==> config.mk <==
export PLATFORM = sky130hd
export DESIGN_NAME = clause_coefficient_packer_flat
export DESIGN_NICKNAME = d
export VERILOG_FILES = /design/src/rtl/clause_coefficient_packer_if.sv /design/src/rtl/clause_coefficient_packer.sv /design/src/flat_wrapper.sv
export SDC_FILE = /design/constraint.sdc
export NUM_CORES = 1
export LEC_CHECK = 0
export CORE_ASPECT_RATIO = 1.4
export CORE_MARGIN = 2
export CORE_UTILIZATION = 43
export DETAILED_ROUTE_END_ITERATION = 10
export PLACE_DENSITY = 0.88
export SLEW_MARGIN = 20
export SYNTH_ARGS = -nofsm -noshare
export SYNTH_HDL_FRONTEND = slang
export SYNTH_SLANG_ARGS = --single-unit
==> constraint.sdc <==
create_clock -name in_clk -period 1.5 [get_ports in_clk]
set_input_delay 0.15 -clock in_clk [delete_from_list [all_inputs] [get_ports in_clk]]
set_output_delay 0.15 -clock in_clk [all_outputs]
set_load 0.1 [all_outputs]
==> src/rtl/clause_coefficient_packer_if.sv <==
// Literal-stream and packed-clause handshake bundle for clause_coefficient_packer.
// master = loader/consumer side, slave = packer side.
interface clause_coefficient_packer_if #(
    parameter int MAXIMUM_BIT_WIDTH_OF_INTEGER_VARIABLE_INDEX = 1,
    parameter int MAXIMUM_BIT_WIDTH_OF_BOOLEAN_VARIABLE_INDEX = 1,
    parameter int MAXIMUM_BIT_WIDTH_OF_INTEGER_COEFFICIENT    = 4,
    parameter int MAXIMUM_BIT_WIDTH_OF_BOOLEAN_COEFFICIENT    = 2
);
    localparam int IW  = MAXIMUM_BIT_WIDTH_OF_INTEGER_VARIABLE_INDEX;
    localparam int BW  = MAXIMUM_BIT_WIDTH_OF_BOOLEAN_VARIABLE_INDEX;
    localparam int CW  = MAXIMUM_BIT_WIDTH_OF_INTEGER_COEFFICIENT;
    localparam int BCW = MAXIMUM_BIT_WIDTH_OF_BOOLEAN_COEFFICIENT;
    localparam int IDX = (IW > BW) ? IW : BW;
    localparam int IV  = 2 ** IW;
    localparam int BV  = 2 ** BW;

    logic                    in_start;
    logic                    in_literal_valid;
    logic                    out_literal_ready;
    logic                    in_literal_is_boolean;
    logic [IDX:0]            in_literal_index;
    logic [CW-1:0]           in_literal_coefficient;
    logic                    in_literal_last;
    logic [(IV+1)*CW-1:0]    out_integer_coefficients;
    logic [BV*BCW-1:0]       out_boolean_coefficients;
    logic [IV-1:0]           out_integer_variables;
    logic [BV-1:0]           out_boolean_variables;
    logic                    out_clause_valid;
    logic                    in_clause_ready;
    logic                    out_error;

    modport master (
        output in_start, in_literal_valid, in_literal_is_boolean,
        output in_literal_index, in_literal_coefficient, in_literal_last,
        output in_clause_ready,
        input  out_literal_ready, out_integer_coefficients,
        input  out_boolean_coefficients, out_integer_variables,
        input  out_boolean_variables, out_clause_valid, out_error
    );

    modport slave (
        input  in_start, in_literal_valid, in_literal_is_boolean,
        input  in_literal_index, in_literal_coefficient, in_literal_last,
        input  in_clause_ready,
        output out_literal_ready, out_integer_coefficients,
        output out_boolean_coefficients, out_integer_variables,
        output out_boolean_variables, out_clause_valid, out_error
    );
endinterface

==> src/rtl/clause_coefficient_packer.sv <==
// Packs a serial literal stream into flattened integer/boolean coefficient vectors.
// Optional macro DUPLICATE_LITERAL_CHECK_EN flags any slot written twice in one clause.
module clause_coefficient_packer #(
    parameter int MAXIMUM_BIT_WIDTH_OF_INTEGER_VARIABLE_INDEX = 1,
    parameter int MAXIMUM_BIT_WIDTH_OF_BOOLEAN_VARIABLE_INDEX = 1,
    parameter int MAXIMUM_BIT_WIDTH_OF_INTEGER_COEFFICIENT    = 4,
    parameter int MAXIMUM_BIT_WIDTH_OF_BOOLEAN_COEFFICIENT    = 2
) (
    input logic                         in_clk,
    input logic                         in_reset,
    clause_coefficient_packer_if.slave  bus
);
    localparam int IW  = MAXIMUM_BIT_WIDTH_OF_INTEGER_VARIABLE_INDEX;
    localparam int BW  = MAXIMUM_BIT_WIDTH_OF_BOOLEAN_VARIABLE_INDEX;
    localparam int CW  = MAXIMUM_BIT_WIDTH_OF_INTEGER_COEFFICIENT;
    localparam int BCW = MAXIMUM_BIT_WIDTH_OF_BOOLEAN_COEFFICIENT;
    localparam int IV  = 2 ** IW;
    localparam int BV  = 2 ** BW;

    typedef enum logic [1:0] {IDLE, COLLECT, HOLD} state_t;

    state_t                  state_q, state_d;
    logic [IV:0][CW-1:0]     int_buf_q, int_buf_d;
    logic [BV-1:0][BCW-1:0]  bool_buf_q, bool_buf_d;
    logic                    error_q, error_d;
    logic                    ready_q, ready_d;
    logic                    valid_q, valid_d;
`ifdef DUPLICATE_LITERAL_CHECK_EN
    logic [IV:0]             int_wr_q, int_wr_d;
    logic [BV-1:0]           bool_wr_q, bool_wr_d;
`endif

    logic                    restart;
    logic                    accept;
    int                      lit_idx;
    logic [IV-1:0]           int_vars;
    logic [BV-1:0]           bool_vars;

    // Next-state, buffer writes and error tracking for the current cycle.
    always_comb begin
        state_d    = state_q;
        int_buf_d  = int_buf_q;
        bool_buf_d = bool_buf_q;
        error_d    = error_q;
`ifdef DUPLICATE_LITERAL_CHECK_EN
        int_wr_d   = int_wr_q;
        bool_wr_d  = bool_wr_q;
`endif
        lit_idx = int'(bus.in_literal_index);
        // A start while holding a finished clause is ignored so the
        // consumer never sees the clause change under it.
        restart = bus.in_start && (state_q != HOLD);
        accept  = bus.in_literal_valid && ready_q && !restart;

        if (restart) begin
            state_d    = COLLECT;
            int_buf_d  = '0;
            bool_buf_d = '0;
            error_d    = 1'b0;
`ifdef DUPLICATE_LITERAL_CHECK_EN
            int_wr_d   = '0;
            bool_wr_d  = '0;
`endif
        end else if (accept) begin
            if (bus.in_literal_is_boolean) begin
                if (lit_idx >= BV) error_d = 1'b1;
                for (int j = 0; j < BV; j++) begin
                    if (lit_idx == j) begin
                        bool_buf_d[j] = {1'b1, bus.in_literal_coefficient[0]};
`ifdef DUPLICATE_LITERAL_CHECK_EN
                        if (bool_wr_q[j]) error_d = 1'b1;
                        bool_wr_d[j] = 1'b1;
`endif
                    end
                end
            end else begin
                if (lit_idx > IV) error_d = 1'b1;
                for (int i = 0; i <= IV; i++) begin
                    if (lit_idx == i) begin
                        int_buf_d[i] = bus.in_literal_coefficient;
`ifdef DUPLICATE_LITERAL_CHECK_EN
                        if (int_wr_q[i]) error_d = 1'b1;
                        int_wr_d[i] = 1'b1;
`endif
                    end
                end
            end
            if (bus.in_literal_last) state_d = HOLD;
        end else if (state_q == HOLD && bus.in_clause_ready) begin
            state_d = IDLE;
        end

        ready_d = (state_d == COLLECT);
        valid_d = (state_d == HOLD);
    end

    // State, clause buffer and registered handshake outputs.
    always_ff @(posedge in_clk) begin
        if (in_reset) begin
            state_q    <= IDLE;
            int_buf_q  <= '0;
            bool_buf_q <= '0;
            error_q    <= 1'b0;
            ready_q    <= 1'b0;
            valid_q    <= 1'b0;
`ifdef DUPLICATE_LITERAL_CHECK_EN
            int_wr_q   <= '0;
            bool_wr_q  <= '0;
`endif
        end else begin
            state_q    <= state_d;
            int_buf_q  <= int_buf_d;
            bool_buf_q <= bool_buf_d;
            error_q    <= error_d;
            ready_q    <= ready_d;
            valid_q    <= valid_d;
`ifdef DUPLICATE_LITERAL_CHECK_EN
            int_wr_q   <= int_wr_d;
            bool_wr_q  <= bool_wr_d;
`endif
        end
    end

    // Presence masks come from the registered buffer; the constant slot has no variable.
    always_comb begin
        int_vars  = '0;
        bool_vars = '0;
        for (int i = 0; i < IV; i++) int_vars[i] = |int_buf_q[i];
        for (int j = 0; j < BV; j++) bool_vars[j] = bool_buf_q[j][1];
    end

    assign bus.out_literal_ready        = ready_q;
    assign bus.out_clause_valid         = valid_q;
    assign bus.out_error                = error_q;
    assign bus.out_integer_coefficients = int_buf_q;
    assign bus.out_boolean_coefficients = bool_buf_q;
    assign bus.out_integer_variables    = int_vars;
    assign bus.out_boolean_variables    = bool_vars;
endmodule

==> src/flat_wrapper.sv <==
// flat-port wrapper written by rule: the top's interface ports become plain ports
module clause_coefficient_packer_flat 
#(
    parameter int MAXIMUM_BIT_WIDTH_OF_INTEGER_VARIABLE_INDEX = 1,
    parameter int MAXIMUM_BIT_WIDTH_OF_BOOLEAN_VARIABLE_INDEX = 1,
    parameter int MAXIMUM_BIT_WIDTH_OF_INTEGER_COEFFICIENT    = 4,
    parameter int MAXIMUM_BIT_WIDTH_OF_BOOLEAN_COEFFICIENT    = 2
)
  (in_clk, in_reset, bus_in_start, bus_in_literal_valid, bus_in_literal_is_boolean, bus_in_literal_index, bus_in_literal_coefficient, bus_in_literal_last, bus_in_clause_ready, bus_out_literal_ready, bus_out_integer_coefficients, bus_out_boolean_coefficients, bus_out_integer_variables, bus_out_boolean_variables, bus_out_clause_valid, bus_out_error);
  clause_coefficient_packer_if #(.MAXIMUM_BIT_WIDTH_OF_INTEGER_VARIABLE_INDEX(MAXIMUM_BIT_WIDTH_OF_INTEGER_VARIABLE_INDEX), .MAXIMUM_BIT_WIDTH_OF_BOOLEAN_VARIABLE_INDEX(MAXIMUM_BIT_WIDTH_OF_BOOLEAN_VARIABLE_INDEX), .MAXIMUM_BIT_WIDTH_OF_INTEGER_COEFFICIENT(MAXIMUM_BIT_WIDTH_OF_INTEGER_COEFFICIENT), .MAXIMUM_BIT_WIDTH_OF_BOOLEAN_COEFFICIENT(MAXIMUM_BIT_WIDTH_OF_BOOLEAN_COEFFICIENT)) bus_i ();
  input logic in_clk;
  input logic in_reset;
  input wire logic [$bits(bus_i.in_start)-1:0] bus_in_start;
  input wire logic [$bits(bus_i.in_literal_valid)-1:0] bus_in_literal_valid;
  input wire logic [$bits(bus_i.in_literal_is_boolean)-1:0] bus_in_literal_is_boolean;
  input wire logic [$bits(bus_i.in_literal_index)-1:0] bus_in_literal_index;
  input wire logic [$bits(bus_i.in_literal_coefficient)-1:0] bus_in_literal_coefficient;
  input wire logic [$bits(bus_i.in_literal_last)-1:0] bus_in_literal_last;
  input wire logic [$bits(bus_i.in_clause_ready)-1:0] bus_in_clause_ready;
  output wire logic [$bits(bus_i.out_literal_ready)-1:0] bus_out_literal_ready;
  output wire logic [$bits(bus_i.out_integer_coefficients)-1:0] bus_out_integer_coefficients;
  output wire logic [$bits(bus_i.out_boolean_coefficients)-1:0] bus_out_boolean_coefficients;
  output wire logic [$bits(bus_i.out_integer_variables)-1:0] bus_out_integer_variables;
  output wire logic [$bits(bus_i.out_boolean_variables)-1:0] bus_out_boolean_variables;
  output wire logic [$bits(bus_i.out_clause_valid)-1:0] bus_out_clause_valid;
  output wire logic [$bits(bus_i.out_error)-1:0] bus_out_error;
  assign bus_i.in_start = bus_in_start;
  assign bus_i.in_literal_valid = bus_in_literal_valid;
  assign bus_i.in_literal_is_boolean = bus_in_literal_is_boolean;
  assign bus_i.in_literal_index = bus_in_literal_index;
  assign bus_i.in_literal_coefficient = bus_in_literal_coefficient;
  assign bus_i.in_literal_last = bus_in_literal_last;
  assign bus_i.in_clause_ready = bus_in_clause_ready;
  assign bus_out_literal_ready = bus_i.out_literal_ready;
  assign bus_out_integer_coefficients = bus_i.out_integer_coefficients;
  assign bus_out_boolean_coefficients = bus_i.out_boolean_coefficients;
  assign bus_out_integer_variables = bus_i.out_integer_variables;
  assign bus_out_boolean_variables = bus_i.out_boolean_variables;
  assign bus_out_clause_valid = bus_i.out_clause_valid;
  assign bus_out_error = bus_i.out_error;
  clause_coefficient_packer #(.MAXIMUM_BIT_WIDTH_OF_INTEGER_VARIABLE_INDEX(MAXIMUM_BIT_WIDTH_OF_INTEGER_VARIABLE_INDEX), .MAXIMUM_BIT_WIDTH_OF_BOOLEAN_VARIABLE_INDEX(MAXIMUM_BIT_WIDTH_OF_BOOLEAN_VARIABLE_INDEX), .MAXIMUM_BIT_WIDTH_OF_INTEGER_COEFFICIENT(MAXIMUM_BIT_WIDTH_OF_INTEGER_COEFFICIENT), .MAXIMUM_BIT_WIDTH_OF_BOOLEAN_COEFFICIENT(MAXIMUM_BIT_WIDTH_OF_BOOLEAN_COEFFICIENT)) u_core (.in_clk(in_clk), .in_reset(in_reset), .bus(bus_i));
endmodule
# ---- Yosys cells after proc, flatten, opt, wreduce, memory -nomap -nowiden
# Cells that the tools add are included.
# W data, S select, Z words.
dict set report op_classes {
  add_sub_neg 0
  mul 0
  div 0
  n_lt_le_gt_ge 2
  n_eq_ne 7
  shifts 0
  muxes 7
  bitwise_logic 1
  reduce_logical 16
}
# operator count
set op_table {}
lappend op_table {{$reduce_and A3 Y1} 6}
lappend op_table {{$eq A2 B2 Y1 const B} 4}
lappend op_table {{$mux W2} 4}
lappend op_table {{$reduce_or A4 Y1} 2}
lappend op_table {{$logic_and A1 B1 Y1} 4}
lappend op_table {{$mux W1} 3}
lappend op_table {{$eq A2 B1 Y1 const B} 1}
lappend op_table {{$ge A2 B2 Y1 const B} 1}
lappend op_table {{$gt A2 B2 Y1 const B} 1}
lappend op_table {{$logic_not A2 Y1} 1}
lappend op_table {{$ne A2 B1 Y1 const B} 1}
lappend op_table {{$ne A2 B2 Y1 const B} 1}
lappend op_table {{$reduce_bool A2 Y1} 1}
lappend op_table {{$reduce_or A2 Y1} 1}
lappend op_table {{$logic_not A1 Y1} 1}
lappend op_table {{$not A1 Y1} 1}
dict set report totals {
  register_bits 21
  latchBits 0
  ram_bits 0
  rom_bits 0
  in_bits 13
  output_inout_bits 23
  word_cells 42
  n_memories 0
}

# ---- Depth between registers and ports, before layout
# Gate-level depths: netlist of run 1.
dict set report depth {
  ltp_word 7
  mapped_depth 5
  depth_no_buf 3
}

# ---- Worst setup path after synthesis of run 1
# No wires, ideal clock.
dict set report synth_path {
  path_kind {register -> register}
  start {register u_core.ready_q, in the netlist u_core.bus.out_literal_ready}
  end {register u_core.int_buf_q, in the netlist u_core.bus.out_integer_coefficients[4]}
  setup_time_ns 0.134
  t_arrival_ns 1.896
  path_slack_ns -0.530
  stages_incl_launch_ff 4
  synth_period_minus_slack_ns 2.030
  path_cell_list {dfxtp_1 > nand3b_2 > a2111o_1 > mux2i_1}
}
dict set report synth_via {
  elab_chain_cells 3
}
# element line_no
set synth_lines {}
lappend synth_lines {{start, declared} clause_coefficient_packer.sv:26} ;# logic ready_q, ready_d;
lappend synth_lines {{start signal, assigned} clause_coefficient_packer.sv:115} ;# ready_q <= ready_d;
lappend synth_lines {{$logic_and A1 B1 Y1 (2 in series)} clause_coefficient_packer.sv:53} ;# accept = bus.in_literal_valid && ready_q && !restart;
lappend synth_lines {{$reduce_and A3 Y1 (no source line)} n/a}
lappend synth_lines {{end signal, assigned} clause_coefficient_packer.sv:112} ;# int_buf_q <= int_buf_d;
lappend synth_lines {{end, declared} clause_coefficient_packer.sv:23} ;# logic [IV:0][CW-1:0] int_buf_q, int_buf_d;
# No other way between the ends.
# A chain may end at the register's enable or synchronous reset.

# ---- Worst setup path in the final report of run 1
dict set report layout_path {
  start {register u_core.int_buf_q, in the netlist u_core.bus.out_integer_coefficients[0]}
  end {output port bus_out_integer_variables[0]}
}
dict set report layout_via {
  elab_chain_cells 1
}
# element line_no
set layout_lines {}
lappend layout_lines {{$reduce_or A4 Y1} clause_coefficient_packer.sv:128} ;# for (int i = 0; i < IV; i++) int_vars[i] = |int_buf_q[i];
lappend layout_lines {{end, declared} flat_wrapper.sv:23} ;# output wire logic [$bits(bus_i.out_integer_variables)-1:0] bus_out_integer_variables;
# No other way between the ends.

==> impl_metrics.toml, run 1 <==
[clock_network]
cts_buffers = 3
cts.root.buffer_cell = "clkbuf_4"
hold_buffers = 0
cts-htree-levels = 1
clkTransAtPathRegs_ns = 0.12
clk_latency_ns = 0.32
tritoncts = "yes"
clock-sinks = 21
cts_buffer_depth = 2

[power]
switching_share_pct = 27.3
power_leakage_uw = 0.000693
p_total_uw = 1010
power_density_mw_per_mm2 = 579
p_sw_uw = 277
clkPwrFrac_pct = 28.1
p_int_uw = 737
ir_drop_mv = 0.530
seq_power_share_pct = 55.7
pwr-share-comb_pct = 16.2

[place]
dp_hpwl_um = 2020
gp_congestion = 0.849
io_buffers = 35
dp.cells = 152

[layout]
utilization_pct = 80.3
final_layout_size_suffix_gt1_share_pct = 43.6
final_nets = 154
area_growth_pct = 74.8
stdcell_count = 162
diodes = 0

[die]
dieArea_mm2 = 0.00274
num_io_pins = 36
fp.dieW_um = 44.8
fp-row-count = 20
fp.coreArea_mm2 = 0.00218
dieHeight_um = 61.1
start_util_pct = 46.0

[critical_path]
endpoint_kind = "primary output"
worst-path-max-fanout = 2
required_ns = 1.35
startpoint_type = "register"
cp-startpoint = "u_core.bus.out_integer_coefficients[0]"
crit_chain = "or4_4 > buf_12"
r2r-start = "u_core.state_q[1]"
critPathKind = "register to primary output"
slowest_delay_ns = 0.52
critPathSlowestCell = "or4_4"
crit_arrival_ns = 1.39

[global_route]
first_global_vias = 1025
antenna_found_initial = 0
grt_max_degree = 20
grt_overflow = 0
grt_first_pass_wirelength_um = 4700
grtUsageTotal_pct = 23.4

[drt]
wl_per_cell_um = 17.0
ant_nets = 0
wl_um = 2750
via_per_inst = 5.86
drc = 0
drt_iter0_drc = 21
drt_first_pass_iters = 4
num_vias = 950

[sta]
min_period_over_period_pct = 103
holdWs_ns = 0.432
tightest_slew_ns = 0.416
finalHoldViolCount = 0
period_needed_ns = 1.54
setup_ws_ns = -0.0444
skew_ns = 0.00737
max_freq_mhz = 647
rsz0062_at_grt = "true"
maxSlewViolCount = 0
slew_headroom_pct = 72.2
setup-violations-final = 2

[hold_path]
hold_path.startpoint = "in_reset"
worstHoldPathType = "input pin to register"

[yosys]
synthCells = 94
syn_area_mm2 = 0.00100
syn-num-nets = 107
synth-warning-count = 0
synth_edf_count = 0
syn_avg_cell_area_um2 = 10.6
synth_seq_area_share_pct = 42.0
ys_dominant_reg_cell = "dfxtp_1"
synth_cell_types = 25
async_reset_ff_share_pct = 0
synth-seq-cells = 21

[outcome]
violations = "setup timing"
status = "finished, violations left"

[flow_run]
max-cap-violations = 0
[worst paths after layout]
path	depth (start not counted)	end	slack, ns
worst min-delay path	2	u_core.state_q[0]	0.43
worst max register to register	3	u_core.bus.out_integer_coefficients[11]	0.10
worst min register to register	1	u_core.bus.out_error	0.55
worst max-delay path	2	bus_out_integer_variables[0]	-0.04
[worst max-delay path: cells and delay by family (launching register included)]
family | cells | cell delay (ns)
flip-flops | 1 | 0.37
buffers and inverters | 1 | 0.18
AND/OR/NAND/NOR | 1 | 0.52
[final cells by class]
class / count / area (um2)
Sequential cell: 21 / 447
Tap cell: 22 / 27.5
Timing Repair Buffer: 51 / 713
Inverter: 5 / 18.8
Fill cell: 123 / 428
Multi-Input combinational cell: 59 / 517
Clock buffer: 4 / 26.3
[metrics by stage]
step / cell area, um2 / setup TNS, ns / setup slack, ns
after detailed placement: 1670 / -2.27 / -0.188
after floorplan: 1020 / 0 / 0.0152
after global routing: 1750 / -0.121 / -0.0625
final: 1750 / -0.0763 / -0.0444
after CTS: 1750 / -0.0685 / -0.0373
after global placement: 1670 / -1.66 / -0.150
[per-layer routing]
layer	track usage, %	vias to the layer above	wire (um)
met2	41.2	38	1490
met3	4.40	10	173
met4	13.4	0	102
met1	26.0	448	985
met5	0	-	0
li1	-	454	-
[sequential cells by signal, indices dropped and copies added, names as in the netlist]
name                                 count
u_core.bus.out_literal_ready             1
u_core.bus.out_boolean_coefficients      4
u_core.bus.out_error                     1
u_core.bus.out_integer_coefficients     12
u_core.bus.out_clause_valid              1
u_core.state_q                           2
[kinds of logic (layout without fill, tap and decap cells)]
| family | Yosys count | in the layout | share of synthesized area [%] |
|---|---|---|---|
| muxes | 14 | 14 | 14.0 |
| buffers and inverters | 14 | 60 | 7.12 |
| and+or+nand+nor | 10 | 10 | 7.50 |
| AOI/OAI and AO/OA | 35 | 35 | 29.4 |
| DFF | 21 | 21 | 42.0 |
[cell usage in the layout, fill, tap and decap left out]
| master | instances |
|---|---|
| a2111o_1 | 2 |
| a2111oi_2 | 2 |
| a2111oi_4 | 1 |
| a21oi_1 | 4 |
| a221oi_1 | 3 |
| and2b_1 | 1 |
| buf_12 | 24 |
| buf_4 | 15 |
| clkbuf_1 | 1 |
| clkbuf_4 | 3 |
| clkdlybuf4s50_1 | 12 |
| dfxtp_1 | 10 |
| dfxtp_2 | 6 |
| dfxtp_4 | 5 |
| inv_1 | 4 |
| inv_2 | 1 |
| mux2i_1 | 14 |
| nand2b_4 | 1 |
| nand3_1 | 1 |
| nand3b_2 | 1 |
| nand4b_1 | 1 |
| nor2_1 | 2 |
| nor2b_1 | 1 |
| o211ai_1 | 18 |
| o21a_1 | 3 |
| o21ai_0 | 2 |
| or4_4 | 2 |
[repair_timing]
action	CTS	global route
buffers inserted	6	0
pin swaps	2	0
setup endpoints to repair	2	2
resized for setup	4	0
[synthesized netlist by cell type, types with 2 or more instances]
cell	number	area, um2
a2111oi_2	2	30.0
nor2_1	2	7.51
a2111o_1	2	22.5
o211ai_1	18	135
a221oi_1	3	26.3
a21oi_1	4	20.0
o21ai_0	2	10.0
dfxtp_1	21	420
buf_4	2	15.0
or4_1	2	15.0
buf_2	3	15.0
o21a_1	3	22.5
clkbuf_1	2	7.51
inv_1	4	15.0
mux2i_1	14	140
[power by group through the flow]
stage / logic, uW / clock network, uW / registers (uW)
global placement: 159 / 0 / 584
CTS: 164 / 285 / 564
detailed placement: 163 / 0 / 584
global route: 173 / 308 / 566
floorplan: 53.0 / 0 / 607
finish: 164 / 285 / 564
No activity file was read; power rests on OpenSTA's default activity.
==> inputs of run 2 (changes only) <==
--- a/config.mk
+++ b/config.mk
@@ -5,11 +5,12 @@
 export SDC_FILE = /design/constraint.sdc
 export NUM_CORES = 1
 export LEC_CHECK = 0
+export CAP_MARGIN = 20
 export CORE_ASPECT_RATIO = 1.4
 export CORE_MARGIN = 2
 export CORE_UTILIZATION = 43
 export DETAILED_ROUTE_END_ITERATION = 10
-export PLACE_DENSITY = 0.88
+export PLACE_DENSITY = 0.82
 export SLEW_MARGIN = 20
 export SYNTH_ARGS = -nofsm -noshare
 export SYNTH_HDL_FRONTEND = slang
==> impl_metrics.toml, run 2 (synthesis results as in run 1) <==
[drt]
drt_iter0_drc = 12
drt_first_pass_iters = 4
via_per_inst = 5.89
wl_per_cell_um = 16.4
num_vias = 972
drc = 0
wl_um = 2700
ant_nets = 0

[global_route]
antenna_found_initial = 0
grt_max_degree = 20
grt_overflow = 0
grtUsageTotal_pct = 22.7
first_global_vias = 1022
grt_first_pass_wirelength_um = 4510

[critical_path]
crit_arrival_ns = 1.39
startpoint_type = "register"
worst-path-max-fanout = 2
endpoint_kind = "primary output"
critPathKind = "register to primary output"
ff2ff_path_depth = 3
rrSetupSlack_ns = 0.11
required_ns = 1.35
r2r-start = "u_core.state_q[1]"
regToRegEndpoint = "u_core.bus.out_integer_coefficients[10]"

[clock_network]
cts.root.buffer_cell = "clkbuf_4"
hold_buffers = 0
tritoncts = "yes"
cts_buffers = 3
clk_latency_ns = 0.31
cts-htree-levels = 1
cts_buffer_depth = 2
clkTransAtPathRegs_ns = 0.12
clock-sinks = 21

[die]
num_io_pins = 36
fp.coreArea_mm2 = 0.00218
dieArea_mm2 = 0.00274
start_util_pct = 46.0
fp.dieW_um = 44.8
fp-row-count = 20
dieHeight_um = 61.1

[power]
power_density_mw_per_mm2 = 573
ir_drop_mv = 0.557
power_leakage_uw = 0.000705

[layout]
final_nets = 157
multi_input_area_um2 = 517
area_growth_pct = 75.9
layout_common_cells = "buf_12, buf_4, o211ai_1"
regArea_um2 = 447
diodes = 0
stdcell_count = 165
fill_cells = 130
final_layout_size_suffix_gt1_share_pct = 45.5
layout_commonest_cell = "buf_12"
largest_reg_flops = 12

[sta]
maxSlewViolCount = 0
fin_setup_tns_ns = -0.0586
period_needed_ns = 1.54
min_period_over_period_pct = 102
setup_ws_ns = -0.0355
rsz0062_at_grt = "true"
tightest_slew_ns = 0.418
slew_headroom_pct = 72.1
max_freq_mhz = 651
finalHoldViolCount = 0
setup-violations-final = 2
skew_ns = 0.00814

[hold_path]
worstHoldPathType = "input pin to register"
worst_hold_path.endpoint = "u_core.state_q[1]"
hold_depth = 2
hold_path.startpoint = "bus_in_clause_ready"

[place]
dp_hpwl_um = 1970
place_ws_ns = -0.200
gp_congestion = 0.807
io_buffers = 35
dp.cells = 155

[outcome]
status = "finished, violations left"
violations = "setup timing"

[flow_run]
max-cap-violations = 0
run 2: cell count changes in the layout (fill, tap and decap cells not counted):
cell / previous run / this run
buf_4: 15 / 19
buf_12: 24 / 23
clkbuf_1: 1 / 0
clkinv_2: 0 / 1
run 2: layer usage:
| layer | GRT usage (%) | vias to the layer above | wire (um) |
|---|---|---|---|
| li1 | - | 466 | - |
| met1 | 26.4 | 464 | 1010 |
| met2 | 39.8 | 33 | 1470 |
| met3 | 3.23 | 9 | 143 |
| met4 | 12.6 | 0 | 84 |
| met5 | 0 | - | 0 |
run 2: worst max-delay path by stage:
stage	start	to	slack (ns)	cells after the start
finish	u_core.bus.out_integer_coefficients[7]	bus_out_integer_variables[1]	-0.04	2
global route	u_core.bus.out_integer_coefficients[7]	bus_out_integer_variables[1]	-0.07	2
global placement	bus_in_literal_index[1]	u_core.bus.out_integer_coefficients[1]	-0.14	5
detailed placement	bus_in_literal_index[1]	u_core.bus.out_integer_coefficients[6]	-0.20	4
CTS	u_core.bus.out_integer_coefficients[5]	bus_out_integer_variables[1]	-0.04	2
floorplan	u_core.bus.out_literal_ready	u_core.bus.out_integer_coefficients[0]	0.02	3
run 2: report_power, final:
part	switching, uW	internal, uW
clock network	177	99.9
registers	8.12	556
logic	89.2	77.6
run 2: timing repair:
action / in CTS / in global routing
pin swaps: 2 / 1
endpoints found under the hold margin: 0 / 0
resized for setup: 4 / 0
setup buffers: 6 / 0
cloned: 0 / 0
setup endpoints to repair: 2 / 2
run 2: per-stage QoR:
stage / hold slack (ns) / cell area, um2 / power (uW) / util [%]
after floorplan: 0.222 / 1020 / 660 / -
after global placement: 0.519 / 1680 / 744 / 77.1
after detailed placement: 0.526 / 1680 / 749 / 77.1
after CTS: 0.441 / 1760 / 1010 / 80.9
after global routing: 0.446 / 1760 / 1040 / 80.9
final: 0.447 / 1760 / 1010 / 80.9
run 2: critical path, stage by stage, from the launching register on:
cell and delay [ns]:
dfxtp_4 0.37, or4_4 0.52, buf_12 0.18
run 2: cell type report:
class                   count  share of cell area (%)
clock buffers               3                    1.28
clock inverters             1                   0.284
inverters                   5                    1.07
multi-input cells          59                    29.4
flip-flops and latches     21                    25.4
well taps                  22                    1.56
repair buffers             54                    41.1
==> inputs of run 3 (changes only) <==
--- a/config.mk
+++ b/config.mk
@@ -8,10 +8,12 @@
 export CAP_MARGIN = 20
 export CORE_ASPECT_RATIO = 1.4
 export CORE_MARGIN = 2
-export CORE_UTILIZATION = 43
+export CORE_UTILIZATION = 40
+export CTS_CLUSTER_DIAMETER = 200
 export DETAILED_ROUTE_END_ITERATION = 10
-export PLACE_DENSITY = 0.82
+export PLACE_DENSITY = 0.78
 export SLEW_MARGIN = 20
 export SYNTH_ARGS = -nofsm -noshare
 export SYNTH_HDL_FRONTEND = slang
 export SYNTH_SLANG_ARGS = --single-unit
+export TNS_END_PERCENT = 50
==> impl_metrics.toml, run 3 (synthesis results as in run 1) <==
[global_route]
grt_overflow = 0
grt_max_degree = 13
antenna_found_initial = 0
first_global_vias = 974
grtUsageTotal_pct = 20.2
grt_first_pass_wirelength_um = 4360

[layout]
layout_commonest_cell = "buf_12"
regArea_um2 = 435
layout_common_cells = "buf_12, o211ai_1, buf_4"
multi_input_area_um2 = 517
largest_reg_flops = 12
fill_cells = 160
utilization_pct = 73.2
final_nets = 155
area_growth_pct = 74.8
final_layout_size_suffix_gt1_share_pct = 41.1
diodes = 0

[critical_path]
endpoint_kind = "primary output"
slowest_delay_ns = 0.52
critPathKind = "register to primary output"
crit_chain = "or4_4 > buf_12"
path_delay_family = "simple AND/OR/NAND/NOR gates"
critPathSlowestCell = "or4_4"
required_ns = 1.35
startpoint_type = "register"
worst-path-max-fanout = 2
crit_arrival_ns = 1.36
cp.buffers_inverters = 1

[sta]
setup_ws_ns = -0.0132
period_needed_ns = 1.51
rsz0062_at_grt = "true"
maxSlewViolCount = 0
tightest_slew_ns = 0.404
max_freq_mhz = 661
slew_headroom_pct = 73.0
finalHoldViolCount = 0
setup-violations-final = 2
min_period_over_period_pct = 101
skew_ns = 0.00479
fin_setup_tns_ns = -0.0223
holdWs_ns = 0.468

[drt]
drt_iter0_drc = 17
num_vias = 945
wirelength_met1_um = 1010
highest_layer = "met4"
wl_per_cell_um = 15.1
dr_wl_met3_um = 127
met2WireLength_um = 1490
wl_um = 2650
drt_first_pass_iters = 4
ant_nets = 0
via_per_inst = 5.40
drc = 0

[die]
dieArea_mm2 = 0.00292
fp.dieW_um = 46.3
dieHeight_um = 63.2
num_io_pins = 36
fp.coreArea_mm2 = 0.00239
fp-row-count = 21
start_util_pct = 41.9

[hold_path]
worstHoldPathType = "input pin to register"

[clock_network]
cts.root.buffer_cell = "clkbuf_4"
clock-sinks = 21
cts_buffers = 3
cts-htree-levels = 1
clkTransAtPathRegs_ns = 0.12
tritoncts = "yes"
cts_buffer_depth = 2
clk_latency_ns = 0.30

[power]
power_density_mw_per_mm2 = 570
power_leakage_uw = 0.000693
ir_drop_mv = 0.352

[flow_run]
max-cap-violations = 0

[place]
dp_hpwl_um = 1990
io_buffers = 35
gp_congestion = 0.803

[outcome]
status = "finished, violations left"
violations = "setup timing"
run 3: cell count changes in the layout (fill, tap and decap cells not counted), sizes merged:
cell,previous run,this run
buf,42,40
run 3: power breakdown:
group	switching, uW	leakage, uW	internal [uW]	total (uW)
Sequential	8.22	0.000173	560	568
Combinational	87.8	0.000502	75.0	163
Clock	167	0.0000177	99.2	266
Total	263	0.000693	734	996
run 3: worst reg2reg max path, cell delays in order, from the launching register on:
cell and delay (ns):
dfxtp_1 0.44, nand2b_4 0.13, a2111oi_4 0.36, buf_4 0.20, mux2i_1 0.21
run 3: worst paths after layout:
kind         cells past startpoint                                endpoint                                    from  slack (ns)
max                              2            bus_out_integer_variables[0]  u_core.bus.out_integer_coefficients[0]       -0.01
min                              2             u_core.bus.out_clause_valid                     bus_in_clause_ready        0.47
max reg2reg                      4  u_core.bus.out_integer_coefficients[2]                       u_core.state_q[1]        0.10
min reg2reg                      1                    u_core.bus.out_error                    u_core.bus.out_error        0.54
run 3: metal layers:
metal	track usage (%)	vias to the layer above
met5	0	-
met4	9.29	0
met3	2.29	2
met2	35.6	37
met1	22.5	446
li1	-	460
run 3: per-stage QoR:
| step | total power (uW) | setup slack [ns] | std cells | area (um2) |
|---|---|---|---|---|
| 2_1_floorplan | 660 | -0.130 | 94 | 1010 |
| 3_3_place_gp | 741 | -0.144 | 166 | 1670 |
| 3_5_place_dp | 745 | -0.172 | 166 | 1670 |
| 4_1_cts | 1000 | -0.0265 | 174 | 1740 |
| 5_1_grt | 1050 | -0.0556 | 175 | 1750 |
| 6_report | 996 | -0.0132 | 175 | 1750 |
run 3: timing repair:
item / in CTS / in global routing
setup endpoints to repair: 2 / 2
pin swaps: 1 / 0
gates resized for setup: 6 / 1
setup buffers: 4 / 1
hold endpoints to repair: 0 / 0
hold buffers: 0 / 0
run 3: cell type report:
type                       count  share of cell area (%)
clock buffer                   3                    1.29
clock inverter                 1                   0.286
multi-input combinational     59                    29.5
inverter                       5                    1.07
tap                           34                    2.43
sequential                    21                    24.9
timing repair buffer          52                    40.5
